`src/rtl/pipe_hazard_ctrl_pkg.sv`:
```
// Shared configuration for the pipeline hazard controller: FSM encoding
// and performance-counter widths used by the controller and its counters.
package pipe_hazard_ctrl_pkg;

  localparam int XREG_ADDRWIDTH_DEF = 5;
  localparam int MEM_TIMEOUT_DEF    = 255;

  localparam int STATE_W     = 2;
  localparam int STALL_CNT_W = 32;
  localparam int FLUSH_CNT_W = 16;

  // Encoding 2'b11 is unused; the controller treats it as illegal and
  // returns to RUN on the next clock.
  typedef enum logic [STATE_W-1:0] {
    RUN      = 2'd0,
    MDU_WAIT = 2'd1,
    MEM_WAIT = 2'd2
  } hz_state_t;

endpackage

```
`src/rtl/pipe_perf_cnt.sv`:
```
// Event counter used for pipeline statistics. SATURATE=1 sticks at all-ones,
// SATURATE=0 wraps back to zero.
module pipe_perf_cnt #(
  parameter int WIDTH    = 32,
  parameter bit SATURATE = 1'b1
) (
  input  logic             clk,
  input  logic             rst,
  input  logic             inc,
  output logic [WIDTH-1:0] count
);

  // Count one event per clock when inc is high.
  always_ff @(posedge clk or posedge rst) begin
    if (rst) begin
      count <= '0;
    end else if (inc) begin
      if (SATURATE && (&count)) begin
        count <= count;
      end else begin
        count <= count + WIDTH'(1);
      end
    end
  end

endmodule

```
`src/rtl/pipe_hazard_ctrl.sv`:
```
// Pipeline hazard controller: decodes load-use, branch redirect, multi-cycle
// MDU and memory stalls into hold/bubble/flush controls, with a memory-wait
// timeout and stall/flush statistics counters.
module pipe_hazard_ctrl
  import pipe_hazard_ctrl_pkg::*;
#(
  parameter int XREG_ADDRWIDTH = XREG_ADDRWIDTH_DEF,
  parameter int MEM_TIMEOUT    = MEM_TIMEOUT_DEF
) (
  input  logic                      clk,
  input  logic                      rst,
  input  logic [XREG_ADDRWIDTH-1:0] id_rs1_addr,
  input  logic [XREG_ADDRWIDTH-1:0] id_rs2_addr,
  input  logic                      id_rs1_use,
  input  logic                      id_rs2_use,
  input  logic                      ex_is_load,
  input  logic                      ex_rd_en,
  input  logic [XREG_ADDRWIDTH-1:0] ex_rd_addr,
  input  logic                      ex_branch_taken,
  input  logic                      mdu_start,
  input  logic                      mdu_done,
  input  logic                      dmem_req,
  input  logic                      dmem_ack,
  output logic                      pc_hold,
  output logic                      if_id_hold,
  output logic                      if_id_flush,
  output logic                      id_ex_hold,
  output logic                      id_ex_bubble,
  output logic                      id_ex_flush,
  output logic                      ex_mem_hold,
  output logic                      ex_mem_bubble,
  output logic                      mem_wb_bubble,
  output logic [STATE_W-1:0]        state,
  output logic [STALL_CNT_W-1:0]    stall_cnt,
  output logic [FLUSH_CNT_W-1:0]    flush_cnt,
  output logic                      mem_err
);

  localparam int WAIT_W = $clog2(MEM_TIMEOUT + 1);

  hz_state_t         state_q;
  hz_state_t         state_nxt;
  logic [WAIT_W-1:0] wait_cnt;
  logic [WAIT_W-1:0] wait_cnt_inc;
  logic              load_use;
  logic              mem_stall;
  logic              mdu_stall;
  logic              mem_timeout;

  assign state        = state_q;
  assign wait_cnt_inc = wait_cnt + WAIT_W'(1);
  assign mem_stall    = dmem_req & ~dmem_ack;
  assign mdu_stall    = mdu_start & ~mdu_done;
  assign load_use     = ex_is_load & ex_rd_en & (ex_rd_addr != '0) &
                        ((id_rs1_use & (id_rs1_addr == ex_rd_addr)) |
                         (id_rs2_use & (id_rs2_addr == ex_rd_addr)));

  // State register; reset abandons any wait in progress.
  always_ff @(posedge clk or posedge rst) begin
    if (rst) begin
      state_q <= RUN;
    end else begin
      state_q <= state_nxt;
    end
  end

  // Cycles spent in MEM_WAIT; zero whenever the FSM is elsewhere, so it is
  // already clear on entry.
  always_ff @(posedge clk or posedge rst) begin
    if (rst) begin
      wait_cnt <= '0;
    end else if (state_q == MEM_WAIT) begin
      wait_cnt <= wait_cnt_inc;
    end else begin
      wait_cnt <= '0;
    end
  end

  // Sticky memory timeout flag, cleared only by reset.
  always_ff @(posedge clk or posedge rst) begin
    if (rst) begin
      mem_err <= 1'b0;
    end else if (mem_timeout) begin
      mem_err <= 1'b1;
    end
  end

  // Next-state and zero-latency control decode; memory beats MDU beats
  // branch beats load-use while running, and waits ignore redirects.
  always_comb begin
    state_nxt     = state_q;
    mem_timeout   = 1'b0;
    pc_hold       = 1'b0;
    if_id_hold    = 1'b0;
    if_id_flush   = 1'b0;
    id_ex_hold    = 1'b0;
    id_ex_bubble  = 1'b0;
    id_ex_flush   = 1'b0;
    ex_mem_hold   = 1'b0;
    ex_mem_bubble = 1'b0;
    mem_wb_bubble = 1'b0;
    case (state_q)
      RUN: begin
        if (mem_stall) begin
          pc_hold       = 1'b1;
          if_id_hold    = 1'b1;
          id_ex_hold    = 1'b1;
          ex_mem_hold   = 1'b1;
          mem_wb_bubble = 1'b1;
          state_nxt     = MEM_WAIT;
        end else if (mdu_stall) begin
          pc_hold       = 1'b1;
          if_id_hold    = 1'b1;
          id_ex_hold    = 1'b1;
          ex_mem_bubble = 1'b1;
          state_nxt     = MDU_WAIT;
        end else if (ex_branch_taken) begin
          if_id_flush   = 1'b1;
          id_ex_flush   = 1'b1;
        end else if (load_use) begin
          pc_hold       = 1'b1;
          if_id_hold    = 1'b1;
          id_ex_bubble  = 1'b1;
        end
      end
      MEM_WAIT: begin
        if (dmem_ack) begin
          state_nxt     = RUN;
        end else if (wait_cnt_inc == WAIT_W'(MEM_TIMEOUT)) begin
          mem_timeout   = 1'b1;
          state_nxt     = RUN;
        end else begin
          pc_hold       = 1'b1;
          if_id_hold    = 1'b1;
          id_ex_hold    = 1'b1;
          ex_mem_hold   = 1'b1;
          mem_wb_bubble = 1'b1;
        end
      end
      MDU_WAIT: begin
        if (mdu_done) begin
          state_nxt     = RUN;
        end else begin
          pc_hold       = 1'b1;
          if_id_hold    = 1'b1;
          id_ex_hold    = 1'b1;
          ex_mem_bubble = 1'b1;
        end
      end
      default: begin
        state_nxt = RUN;
      end
    endcase
  end

  pipe_perf_cnt #(
    .WIDTH    (STALL_CNT_W),
    .SATURATE (1'b1)
  ) u_stall_cnt (
    .clk   (clk),
    .rst   (rst),
    .inc   (pc_hold),
    .count (stall_cnt)
  );

  pipe_perf_cnt #(
    .WIDTH    (FLUSH_CNT_W),
    .SATURATE (1'b0)
  ) u_flush_cnt (
    .clk   (clk),
    .rst   (rst),
    .inc   (id_ex_flush),
    .count (flush_cnt)
  );

endmodule

```
`config.mk`:
```
export PLATFORM = sky130hd
export DESIGN_NAME = pipe_hazard_ctrl
export DESIGN_NICKNAME = d
export VERILOG_FILES = /design/src/rtl/pipe_hazard_ctrl_pkg.sv /design/src/rtl/pipe_perf_cnt.sv /design/src/rtl/pipe_hazard_ctrl.sv
export SDC_FILE = /design/constraint.sdc
export NUM_CORES = 1
export LEC_CHECK = 0
export CAP_MARGIN = 10
export CORE_MARGIN = 5
export CORE_UTILIZATION = 48
export CTS_CLUSTER_SIZE = 30
export DETAILED_ROUTE_END_ITERATION = 12
export GPL_TIMING_DRIVEN = 0
export PLACE_DENSITY_LB_ADDON = 0.3
export SETUP_SLACK_MARGIN = 0.15
export SLEW_MARGIN = 20
export SYNTH_ARGS = -nofsm -noshare
export SYNTH_HDL_FRONTEND = slang
export SYNTH_SLANG_ARGS = --single-unit
```
`constraint.sdc`:
```
create_clock -name clk -period 2.7 [get_ports clk]
set_clock_uncertainty 0.05 [all_clocks]
set_input_delay 0.54 -clock clk [delete_from_list [all_inputs] [get_ports clk]]
set_output_delay 0.54 -clock clk [all_outputs]
set_load 0.02 [all_outputs]
```
### Yosys cells after proc, flatten, opt, wreduce, memory -nomap -nowiden

Index checks and enable logic that the tools add are counted.

* register bits after elaboration: 59
* input bits: 26
* output and inout bits: 60
* word-level logic and storage cells: 64

* $add $sub $neg: 3
* eq/ne operators: 8
* muxes and demuxes: 32
* bitwise operators: 11
* reduce and logical (&&, ||, !) cells: 5

Operators with widths (count)
* adder 32 x 1 -> 32 bit (second input constant): 1
* AND reduction 32 bit: 1
* two-way mux 1 bit: 21
* adder 16 x 1 -> 16 bit (second input constant): 1
* equality test 5 bit: 2
* two-way mux 2 bit: 5
* adder 8 x 1 -> 8 bit (second input constant): 1
* equality test 8 bit (second input constant): 1
* two-way mux 8 bit: 1
* AND 1 bit: 7
* case mux 1 bit (3 select lines): 2
* case mux 2 bit (3 select lines): 1
* nonzero test 5 bit: 1
* case mux 1 bit (2 select lines): 2
* inequality test 3 x 2 -> 1 bit (second input constant): 1
* inequality test 3 bit (second input constant): 1
* NOT 1 bit: 3
* AND reduction 3 bit: 1
* equality test 2 x 1 -> 1 bit (second input constant): 1
* equality test 2 bit (second input constant): 1
* logical NOT 2 bit: 1
* inequality test 2 bit (second input constant): 1
* AND reduction 2 bit: 1
* bitwise OR 1 bit: 1

### Longest topological paths before layout

* depth after elaboration: 10
* gate-level depth with buffers: 10
* gate-level depth less buffers: 9

### Modules after synthesis

A second synthesis with hierarchy kept.

* cell total of the unflattened synthesis: 298
* area total of the unflattened synthesis: 3079.2 um^2

Modules (own cells, without submodules)
* pipe_perf_cnt at u_stall_cnt: instances 1, cells each 146, area each 1552.7 um^2, seq. area each 800.8 um^2
* pipe_hazard_ctrl: instances 1, cells each 95, area each 815.8 um^2, seq. area each 275.3 um^2
* pipe_perf_cnt at u_flush_cnt: instances 1, cells each 57, area each 710.7 um^2, seq. area each 400.4 um^2

### Least setup slack after synthesis

No wires, ideal clock.

* path type: register to output
* start: register wait_cnt[0]
* end: output pc_hold
* data arrival time: 1977 ps
* required time: 2110 ps
* path slack: 133 ps
* cell stages (with the launch flop): 9
* buffers on the path: 1
* path through: dfrtp_1 > ha_1 > nand2_1 > o31a_1 > o22ai_1 > nor3b_4 > or2_4 > inv_1 > buf_4

* longest elaborated chain between the ends: 5

RTL lines
* start, declared: RTL line pipe_hazard_ctrl.sv:43 `logic [WAIT_W-1:0] wait_cnt;`
* start signal, assigned: RTL line pipe_hazard_ctrl.sv:73 `wait_cnt <= wait_cnt_inc;`
* adder 8 x 1 -> 8 bit: RTL line pipe_hazard_ctrl.sv:51 `assign wait_cnt_inc = wait_cnt + WAIT_W'(1);`
* equality test 8 bit: RTL line pipe_hazard_ctrl.sv:129 `end else if (wait_cnt_inc == WAIT_W'(MEM_TIMEOUT)) begin`
* two-way mux 1 bit (2 in series)
* case mux 1 bit (3 select lines)
* end, declared: RTL line pipe_hazard_ctrl.sv:24 `output logic pc_hold,`

No other way between the ends.

### Worst setup path in the final report

* start: register wait_cnt[0]
* end: output mem_wb_bubble

* longest elaborated chain between the ends: 5

RTL lines
* adder 8 x 1 -> 8 bit: RTL line pipe_hazard_ctrl.sv:51
* equality test 8 bit: RTL line pipe_hazard_ctrl.sv:129
* two-way mux 1 bit: RTL line pipe_hazard_ctrl.sv:129
* two-way mux 1 bit: RTL line pipe_hazard_ctrl.sv:127 `if (dmem_ack) begin`
* case mux 1 bit (2 select lines): RTL line pipe_hazard_ctrl.sv:102 `case (state_q)`
* end, declared: RTL line pipe_hazard_ctrl.sv:32 `output logic mem_wb_bubble,`

No other way between the ends.

==> flow_summary_export.csv <==
group,metric,value,unit
route,postRouteWirelength,7330,µm
cells_and_area,final_nets,429,
synth,mappedNetlistNets,316,
worst_setup_path,crit_arrival,2.15,ns
synth,synth_top_area_share,48.6,%
outcome,violations,"negative setup slack",
pwr,ir_worst_vdd,0.000551,V
route,final_antenna_net_count,0,
synth,syn_area,3040,µm²
pwr,p_clk_share,32.9,%
worst_setup_path,worst_r2r_startpoint,"u_stall_cnt.count[0]$_DFFE_PP0P_",
synth,synth_top_area_cell,"dfrtp_1",
sta,rsz0062_at_grt,"yes",
sta,fmax,365,MHz
synth,synthTopCellsByArea,"dfrtp_1, xnor2_1, nand3_1, nand4_1, nand2_1",
grt,grt_pass1_vias,2429,
floorplan,io-pin-count,86,
grt,grt_pass1_wl,11500,µm
worst_setup_path,start_kind,"flip-flop",
place,dp_cells,448,
worst_setup_path,worst_r2r_path_depth,9,
synth,synth_ff_type,"dfrtp_1",
run,cap_violations,0,
pwr,p_leak,1.91,nW
cts,clk_latency,0.33,ns
route,vias,2515,
cells_and_area,antenna_cells,0,
cts,clkTransAtPathRegs,0.06,ns
route,post_drt_wl_per_cell,15.3,µm
sta,period_needed,2.74,ns
grt,grt_max_degree,60,
cts,clockBufferDepth,2,
floorplan,coreArea,6240,µm²
sta,hold_violations,0,
cts,numCtsBuffers,9,
worst_setup_path,end_kind,"output port",
pwr,power.internal,1.83,mW
cells_and_area,register_area,1480,µm²
synth,avgSynthCellArea,10.6,µm²
sta,max_slew_margin,51.6,%
floorplan,row_count,29,
grt,grt_usage,18.9,%
sta,report.final.slew_viol_count,0,
worst_setup_path,r2r_setup_slack,0.26,ns
worst_setup_path,cp.required,2.11,ns
synth,syn-instance-count,286,
cells_and_area,fill_cells,476,
sta,setup_slack,-0.0412,ns
worst_setup_path,startpoint,"wait_cnt[0]$_DFF_PP0_",
floorplan,die-area,8010,µm²
synth,yosysWarnings,0,
sta,finalSetupTns,-0.0620,ns
route,drtIter0Drc,128,
floorplan,initial_core_util,48.6,%
synth,synth_edf_count,0,
cts,cts.sinks,59,
synth,ys_ff_latch,59,
cells_and_area,multi_input_comb_area,1580,µm²
place,gp_congestion,0.788,
cts,cts-root-buf,"clkbuf_8",
worst_setup_path,endpoint,"mem_wb_bubble",
synth,ys_seq_area_share,48.6,%
worst_setup_path,critPathKind,"flip-flop to output port",
sta,whs,0.418,ns
route,drc,0,
pwr,p_sw_share,29.6,%
hold_path,min_path_type,"flip-flop to flip-flop",
outcome,status,"finished, violations left",
cts,htreeDepth,3,
worst_setup_path,regToRegEndpoint,"u_stall_cnt.count[1]$_DFFE_PP0P_",
floorplan,die_w,89.5,µm
sta,worst_pin_slew,0.726,ns
cells_and_area,area.growth.synth_to_final,45.1,%
pwr,power.share.combinational,25.0,%
place,io_buffers,85,
worst_setup_path,cp_max_fo,5,
cells_and_area,final_layout_size_suffix_gt1_share,18.4,%
pwr,pwr_density_cell,590,nW/µm²
route,first_pass_iters,4,
cts,cts_tree,"yes",
pwr,p_seq_share,42.1,%
cells_and_area,final_cells,480,
synth,ys_types,45,
pwr,p_sw,770,µW
route,avgViaCountPerCell,5.24,
floorplan,fp.dieH,89.5,µm
sta,period_share,102,%
synth,synth-async-reset-ratio,100,%
grt,gr-total-overflow,0,
cts,cts_hold_buffers,0,
sta,setup_violations,2,
grt,grt_antenna_before_repair,0,
place,dp_hpwl,4900,µm
[cells by family (layout without fill, tap and decap cells)]
logic type / count (synthesis) / in the layout / synth area share [%]
flops: 59 / 59 / 48.6
xor+xnor: 60 / 60 / 17.3
mux: 3 / 3 / 1.11
fa+ha+maj: 4 / 4 / 1.65
compound gates: 15 / 15 / 3.75
simple gates: 131 / 131 / 25.1
buf+inv: 14 / 131 / 2.39
[sequential cells by signal, indices dropped and copies added (netlist names)]
register and cells:
u_flush_cnt.count 16, mem_err 1, u_stall_cnt.count 32, wait_cnt 8, state 2
[stage by stage]
stage                     total power, mW  util (%)  area, µm²  worst slack, ns
after CTS                            2.61      69.3       4330          -0.0489
after global placement               1.71      63.9       3990           -0.737
final                                2.60      70.6       4410          -0.0412
after floorplan                      1.42         -       3040            0.166
after detailed placement             1.73      63.9       3990           -0.807
after global routing                 2.72      70.6       4410           -0.129
[worst min-delay path by stage]
stage	from	end	slack (ns)	cells after the start
global placement	mem_err$_DFFE_PP0P_	mem_err$_DFFE_PP0P_	0.41	1
global route	u_flush_cnt.count[15]$_DFFE_PP0P_	u_flush_cnt.count[15]$_DFFE_PP0P_	0.44	1
detailed placement	u_flush_cnt.count[15]$_DFFE_PP0P_	u_flush_cnt.count[15]$_DFFE_PP0P_	0.42	1
finish	u_flush_cnt.count[15]$_DFFE_PP0P_	u_flush_cnt.count[15]$_DFFE_PP0P_	0.42	1
CTS	u_flush_cnt.count[15]$_DFFE_PP0P_	u_flush_cnt.count[15]$_DFFE_PP0P_	0.43	1
floorplan	wait_cnt[0]$_DFF_PP0_	wait_cnt[0]$_DFF_PP0_	0.46	1
[layout make-up]
| type | instances | area share (%) |
|---|---|---|
| Timing Repair Buffer | 102 | 21.7 |
| Multi-Input combinational cell | 213 | 35.8 |
| Clock buffer | 14 | 4.15 |
| Inverter | 7 | 0.653 |
| Buffer | 7 | 1.28 |
| Clock inverter | 1 | 0.682 |
| Tap cell | 77 | 2.19 |
| Sequential cell | 59 | 33.6 |
[placed cells by master, fill, tap and decap left out, drive strengths merged, types with 3 or more instances in the layout]
cell type and n:
a21oi 3, and2 6, and3 9, buf 30, clkbuf 16, clkdlybuf4s50 60
dfrtp 59, dlygate4sd2 16, ha 4, inv 7, mux2 3, nand2 25
nand2b 3, nand3 22, nand4 17, nor2 22, nor2b 3, nor3 9
nor4 4, o21ai 3, xnor2 50, xor2 10
[per-layer routing]
layer  share of wire (%)  wire length (µm)  track usage (%)
met4                 2.3               165             9.34
met3                 6.0               439             4.24
met1                  42              3050             23.2
met2                  50              3680             31.3
met5                   0                 0                0
[repair_timing]
action                                  CTS  global route
gates cloned                              0             0
endpoints found under the setup margin   26            27
setup buffers                             9             8
resized for setup                        75             6
pin swaps                                20             9
[cells in the mapped netlist, types with 2 or more instances]
library cell,number
nor2_1,22
nand3_1,22
nor4_4,3
or3_1,2
buf_4,3
a21oi_1,3
dfrtp_1,59
xor2_1,10
and3_1,9
nand2_1,24
o21ai_0,3
nor3_4,2
clkbuf_1,2
mux2_2,2
nor3_1,7
nand2b_1,3
xnor2_1,50
ha_1,4
nor2b_1,3
and2_1,6
inv_1,7
nand4_1,17
[worst max-delay path: stages (launching register included)]
cell and delay (ns):
dfrtp_2 0.43, ha_4 0.18, nand2_2 0.06, o31a_1 0.24, o22ai_2 0.17, nor3b_4 0.28
buf_4 0.17, nor2_2 0.04, buf_4 0.14, buf_6 0.12
[power groups by stage]
stage | Combinational [mW] | Sequential (mW) | Clock, mW
4_1_cts | 0.645 | 1.09 | 0.869
3_5_place_dp | 0.627 | 1.10 | 0
6_report | 0.651 | 1.09 | 0.854
2_1_floorplan | 0.230 | 1.19 | 0
3_3_place_gp | 0.613 | 1.10 | 0
5_1_grt | 0.704 | 1.11 | 0.908
Power figures use the tool's default switching activity.
